$ cat src/rtl/uart_pkg.sv
// rtl/uart_pkg.sv - shared constants and state encoding for the UART time sender
package uart_pkg;

  localparam logic [7:0] ASCII_0 = 8'h30;
  localparam logic [7:0] COLON   = 8'h3A;
  localparam logic [7:0] DOT     = 8'h2E;
  localparam logic [7:0] CR      = 8'h0D;
  localparam logic [7:0] LF      = 8'h0A;

  localparam int MSG_LEN_FULL  = 13;
  localparam int MSG_LEN_SHORT = 11;

  typedef enum logic [1:0] {
    IDLE  = 2'd0,
    START = 2'd1,
    WAIT  = 2'd2
  } state_t;

  // Map a single decimal digit (0-9) onto its ASCII character.
  function automatic logic [7:0] digit_char(input logic [3:0] d);
    return ASCII_0 + {4'h0, d};
  endfunction

endpackage

$ cat src/rtl/bin2ascii2.sv
// rtl/bin2ascii2.sv - 7-bit binary to two ASCII decimal digits, saturating at 99
module bin2ascii2
  import uart_pkg::*;
(
  input  logic [6:0] value,
  output logic [7:0] tens,
  output logic [7:0] ones
);

  logic [3:0] tens_d;
  logic [3:0] ones_d;

  // Split into decimal digits; anything above 99 is shown as "99".
  always_comb begin
    tens_d = 4'd9;
    ones_d = 4'd9;
    if (value <= 7'd99) begin
      tens_d = 4'(value / 7'd10);
      ones_d = 4'(value % 7'd10);
    end
    tens = digit_char(tens_d);
    ones = digit_char(ones_d);
  end

endmodule

$ cat src/rtl/uart_time_sender.sv
// rtl/uart_time_sender.sv - formats a time snapshot as ASCII and feeds it to uart_tx
module uart_time_sender
  import uart_pkg::*;
#(
  parameter bit LINE_END = 1'b1
) (
  input  logic       clk,
  input  logic       rst,
  input  logic       send,
  input  logic [4:0] i_hour,
  input  logic [5:0] i_min,
  input  logic [5:0] i_sec,
  input  logic [6:0] i_csec,
  input  logic       tx_busy,
  input  logic       tx_done,
  output logic       tx_start,
  output logic [7:0] tx_data,
  output logic       busy,
  output logic       done
);

  localparam int         MSG_LEN  = LINE_END ? MSG_LEN_FULL : MSG_LEN_SHORT;
  localparam logic [3:0] LAST_IDX = 4'(MSG_LEN - 1);

  state_t     state;
  state_t     state_next;
  logic [3:0] idx;

  logic [4:0] snap_hour;
  logic [5:0] snap_min;
  logic [5:0] snap_sec;
  logic [6:0] snap_csec;

  logic       busy_q;
  logic       done_q;

  logic       load;
  logic       advance;
  logic       finish;
  logic       start_c;

  logic [7:0] hour_t, hour_o;
  logic [7:0] min_t,  min_o;
  logic [7:0] sec_t,  sec_o;
  logic [7:0] csec_t, csec_o;
  logic [7:0] char_mux;

  // Digits are derived only from the snapshot, so input changes mid-message never leak in.
  bin2ascii2 u_hour (.value({2'b00, snap_hour}), .tens(hour_t), .ones(hour_o));
  bin2ascii2 u_min  (.value({1'b0, snap_min}),   .tens(min_t),  .ones(min_o));
  bin2ascii2 u_sec  (.value({1'b0, snap_sec}),   .tens(sec_t),  .ones(sec_o));
  bin2ascii2 u_csec (.value(snap_csec),          .tens(csec_t), .ones(csec_o));

  // Select the character for the current position in "HH:MM:SS.CC\r\n".
  always_comb begin
    char_mux = 8'h00;
    case (idx)
      4'd0:    char_mux = hour_t;
      4'd1:    char_mux = hour_o;
      4'd2:    char_mux = COLON;
      4'd3:    char_mux = min_t;
      4'd4:    char_mux = min_o;
      4'd5:    char_mux = COLON;
      4'd6:    char_mux = sec_t;
      4'd7:    char_mux = sec_o;
      4'd8:    char_mux = DOT;
      4'd9:    char_mux = csec_t;
      4'd10:   char_mux = csec_o;
      4'd11:   char_mux = CR;
      4'd12:   char_mux = LF;
      default: char_mux = 8'h00;
    endcase
  end

  // Next-state logic and the per-cycle control strobes of the byte handshake.
  always_comb begin
    state_next = state;
    load       = 1'b0;
    advance    = 1'b0;
    finish     = 1'b0;
    start_c    = 1'b0;
    case (state)
      IDLE: begin
        if (send) begin
          load       = 1'b1;
          state_next = START;
        end
      end
      START: begin
        if (!tx_busy) begin
          start_c    = 1'b1;
          state_next = WAIT;
        end
      end
      WAIT: begin
        if (tx_done) begin
          if (idx == LAST_IDX) begin
            finish     = 1'b1;
            state_next = IDLE;
          end else begin
            advance    = 1'b1;
            state_next = START;
          end
        end
      end
      default: state_next = IDLE;
    endcase
  end

  // State register; reset drops the message immediately.
  always_ff @(posedge clk or posedge rst) begin
    if (rst) begin
      state <= IDLE;
    end else begin
      state <= state_next;
    end
  end

  // Snapshot, byte index and the registered status outputs.
  always_ff @(posedge clk or posedge rst) begin
    if (rst) begin
      snap_hour <= '0;
      snap_min  <= '0;
      snap_sec  <= '0;
      snap_csec <= '0;
      idx       <= '0;
      busy_q    <= 1'b0;
      done_q    <= 1'b0;
    end else begin
      if (load) begin
        snap_hour <= i_hour;
        snap_min  <= i_min;
        snap_sec  <= i_sec;
        snap_csec <= i_csec;
        idx       <= '0;
      end else if (advance) begin
        idx <= idx + 4'd1;
      end
      busy_q <= (state_next != IDLE);
      done_q <= finish;
    end
  end

  // tx_start is gated by tx_busy in the same cycle so it can never overlap a busy uart_tx;
  // tx_data comes from registered snapshot and index and so stays put until tx_done.
  assign tx_start = start_c;
  assign tx_data  = (state == IDLE) ? 8'h00 : char_mux;
  assign busy     = busy_q;
  assign done     = done_q;

endmodule

$ cat config.mk
export PLATFORM = sky130hd
export DESIGN_NAME = uart_time_sender
export DESIGN_NICKNAME = d
export VERILOG_FILES = /design/src/rtl/uart_pkg.sv /design/src/rtl/bin2ascii2.sv /design/src/rtl/uart_time_sender.sv
export SDC_FILE = /design/constraint.sdc
export NUM_CORES = 1
export LEC_CHECK = 0
export ABC_CLOCK_PERIOD_IN_PS = 9900
export CAP_MARGIN = 20
export CORE_MARGIN = 2
export CORE_UTILIZATION = 65
export DETAILED_ROUTE_END_ITERATION = 16
export DONT_BUFFER_PORTS = 1
export PLACE_DENSITY_LB_ADDON = 0.08
export SLEW_MARGIN = 20
export SYNTH_ARGS = -nofsm -noshare
export SYNTH_HDL_FRONTEND = slang
export SYNTH_SLANG_ARGS = --single-unit
$ cat constraint.sdc
create_clock -name clk -period 9.9 [get_ports clk]
set_input_delay 1.98 -clock clk [delete_from_list [all_inputs] [get_ports clk]]
set_output_delay 1.98 -clock clk [all_outputs]
set_load 0.01 [all_outputs]
==> impl_metrics.toml <==
[outcome]
status = "finished clean"

[logic_synthesis]
synthDistinctLibCells = 61
synth_top_area_frac = 0.271
synth-edff-count = 0
synth_cells = 374
yosys.area.top_type = "dfrtp_1"
synth-seq-cells = 32
synth_flop_cell = "dfrtp_1"
synth_area_sq_um = 2960
ys_seq_area_frac = 0.271
ys_async_sr_fraction = 1.00
synth_area_leaders = "dfrtp_1, mux2_2, a21oi_1"
syn_area_per_cell_sq_um = 7.91
yosysWarningCount = 0

[drt]
wl_mm = 6.69
drtAntennaViolNets = 0
drcViolationCount = 0
vias = 2689
drt_iter0_drc = 256
first_pass_iters = 5
wl_per_cell_microns = 16.3
via_per_inst = 6.54

[clock_network]
root_buffer = "clkbuf_8"
cts.sinks = 32
cts_tree = "yes"
clk_pin_slew_ns = 0.07
worstSkewPairLatency_ns = 0.28
cts_resized = 0
cts_buffer_depth = 2
cts_buffers = 5
hold_buffers = 0
cts_setup_buffers = 0
htree_levels = 2

[pwr]
leakagePower_nw = 1.20
power_density_nw_per_um2 = 385
ir_drop_uv = 187
p_total_mw = 1.16

[placed_design]
place_inst = 403
dp_hpwl_mm = 4.86
placed_area_sq_um = 2920
place.gp.congestion = 0.906
port_buffers = 0
dp_slack_ns = 4.83

[worst_setup_path]
path_buf_inv = 0
worstRegToRegCells = 6
worst-path-stages = 11
crit_arrival_ns = 3.46
cp_slowest_cell = "dfrtp_1"
cp_top_family = "compound AO/OA/AOI/OAI gates"
rr_endpoint = "busy$_DFF_PP0_"
timing.rr.start = "idx[0]$_DFFE_PP0P_"
ff2ff_setup_slack_ns = 7.93
cp-start-kind = "flip-flop"
critical_path_class = "reg -> out"
critPathCaptureType = "output port"
path_max_fanout = 16
critPathRequiredTime_ns = 7.92
crit_chain = "nor2b_1 > a221oi_1 > a21oi_1 > nor2_1 > ha_1 > a2111oi_0 > o31ai_1 > a22oi_2 > mux2i_1 > o211ai_1 > o21a_1"
slowest_delay_ns = 0.62

[global_route]
grt_first_pass_wirelength_mm = 11.3
grt_max_degree = 39
gr-usage-all-layers = 0.274
grt_pass1_vias = 2383
grt_antenna_before_repair = 0
grt.overflow.total = 0

[finish]
nNetsFinal = 398
design_area_sq_um = 3010
final_cells = 411
multi_input_area_sq_um = 1970
num_antenna_cells = 0
fill_cells = 362
syn2layout_area_growth_pct = 1.82
drive_gt1_frac = 0.0919
area.sequential_sq_um = 801

[timing]
min_period_ns = 5.44
max_slew_margin = 0.565
report.final.setup_viol = 0
grt_setup_unrepaired = "false"
slew_violations = 0
tns_ns = 0
skew_ns = 0.00496
finalCritPeriodShare = 0.550
setup_slack_ns = 4.46
final_hold_viol_count = 0
worst_slew_pin_slew_ns = 0.653
maxClockFrequency_mhz = 184

[floorplan]
core-area_sq_um = 4350
start_util = 0.679
die_w_microns = 71.5
die-height_microns = 71.5
fp-row-count = 24
dieArea_sq_um = 5110
io_pins = 40

[worst_hold_path]
min_from = "snap_hour[0]$_DFFE_PP0P_"
hold_path_depth = 1
whs_endpoint = "snap_hour[0]$_DFFE_PP0P_"
hp-class = "reg -> reg"

[flow_run]
drv_cap = 0
-- worst register-to-register path: cells and delay by family, from the launching register on --
family | cells | cell delay (ns)
AOI/OAI and AO/OA | 1 | 0.19
adders and majority gates | 1 | 0.40
buffers and inverters | 1 | 0.11
DFF | 1 | 0.43
and+or+nand+nor | 3 | 0.72
-- cell usage after synthesis (all sizes together), types with 6 or more instances --
library cell and instances:
nor2 36, a21oi 33, dfrtp 32, nand2 29
o21ai 25, clkbuf 19, inv 19, mux2 16
nand2b 14, nor2b 12, ha 11, nor3 10
mux2i 9, buf 7, a211oi 6, o22ai 6
-- per-stage QoR --
stage	hold slack (ns)	utilization
after floorplan	0.489	-
after global placement	0.549	0.670
after detailed placement	0.547	0.670
after CTS	0.565	0.692
after global routing	0.594	0.692
final	0.573	0.692
-- logic make-up after synthesis --
kind of cell | count (synthesis) | synth area share
compound gates | 122 | 0.276
xor+xnor | 8 | 0.0237
fa+ha+maj | 11 | 0.0465
buf+inv | 45 | 0.0656
flops | 32 | 0.271
mux | 25 | 0.0914
other cells | 1 | 0.00127
simple gates | 130 | 0.225
-- power by group --
part	leakage (nW)	switching, mW	internal (mW)
Combinational	0.753	0.407	0.330
Clock	0.0510	0.0491	0.0554
Sequential	0.393	0.130	0.188
-- cell usage in the layout, fill, tap and decap left out, types with 4 or more instances in the layout --
| master | n |
|---|---|
| nor2b_1 | 12 |
| a211oi_1 | 6 |
| mux2i_1 | 9 |
| a221oi_1 | 5 |
| o21ai_0 | 25 |
| o21a_1 | 4 |
| and2_1 | 4 |
| nor2_1 | 36 |
| dfrtp_1 | 32 |
| o22ai_1 | 6 |
| nand2_1 | 29 |
| ha_1 | 11 |
| nor3_1 | 10 |
| a21oi_1 | 33 |
| nand2b_1 | 14 |
| nand3b_1 | 4 |
| a21o_1 | 4 |
| mux2_2 | 15 |
| a31oi_1 | 5 |
| inv_1 | 19 |
| nand3_1 | 4 |
| nor3b_1 | 5 |
| clkbuf_8 | 6 |
| xnor2_1 | 5 |
-- flip-flops by register name (all words and copies together) (netlist names) --
name / flops
snap_csec: 7
snap_hour: 5
state: 2
busy: 1
done: 1
snap_sec: 6
snap_min: 6
idx: 4
-- cell type report --
cell class                      count  share of cell area
Multi-Input combinational cell    298               0.653
Clock inverter                      2             0.00332
Sequential cell                    32               0.266
Timing Repair Buffer                2             0.00499
Clock buffer                        6              0.0274
Tap cell                           52              0.0216
Inverter                           19              0.0237
-- worst max-delay path by stage --
stage,from,to,slack (ns)
final,snap_csec[4]$_DFFE_PP0P_,tx_data[2],4.46
after global routing,snap_csec[4]$_DFFE_PP0P_,tx_data[2],4.13
after detailed placement,snap_csec[4]$_DFFE_PP0P_,tx_data[2],4.83
after CTS,snap_csec[4]$_DFFE_PP0P_,tx_data[2],4.51
after floorplan,snap_hour[3]$_DFFE_PP0P_,tx_data[2],5.38
after global placement,snap_csec[5]$_DFFE_PP0P_,tx_data[2],4.94
-- metal layers --
layer	track usage	wire length, microns
met1	0.391	3010
met2	0.429	3190
met3	0.0450	402
met4	0.0818	82
met5	0	0
(Power assumes the default switching activity.)
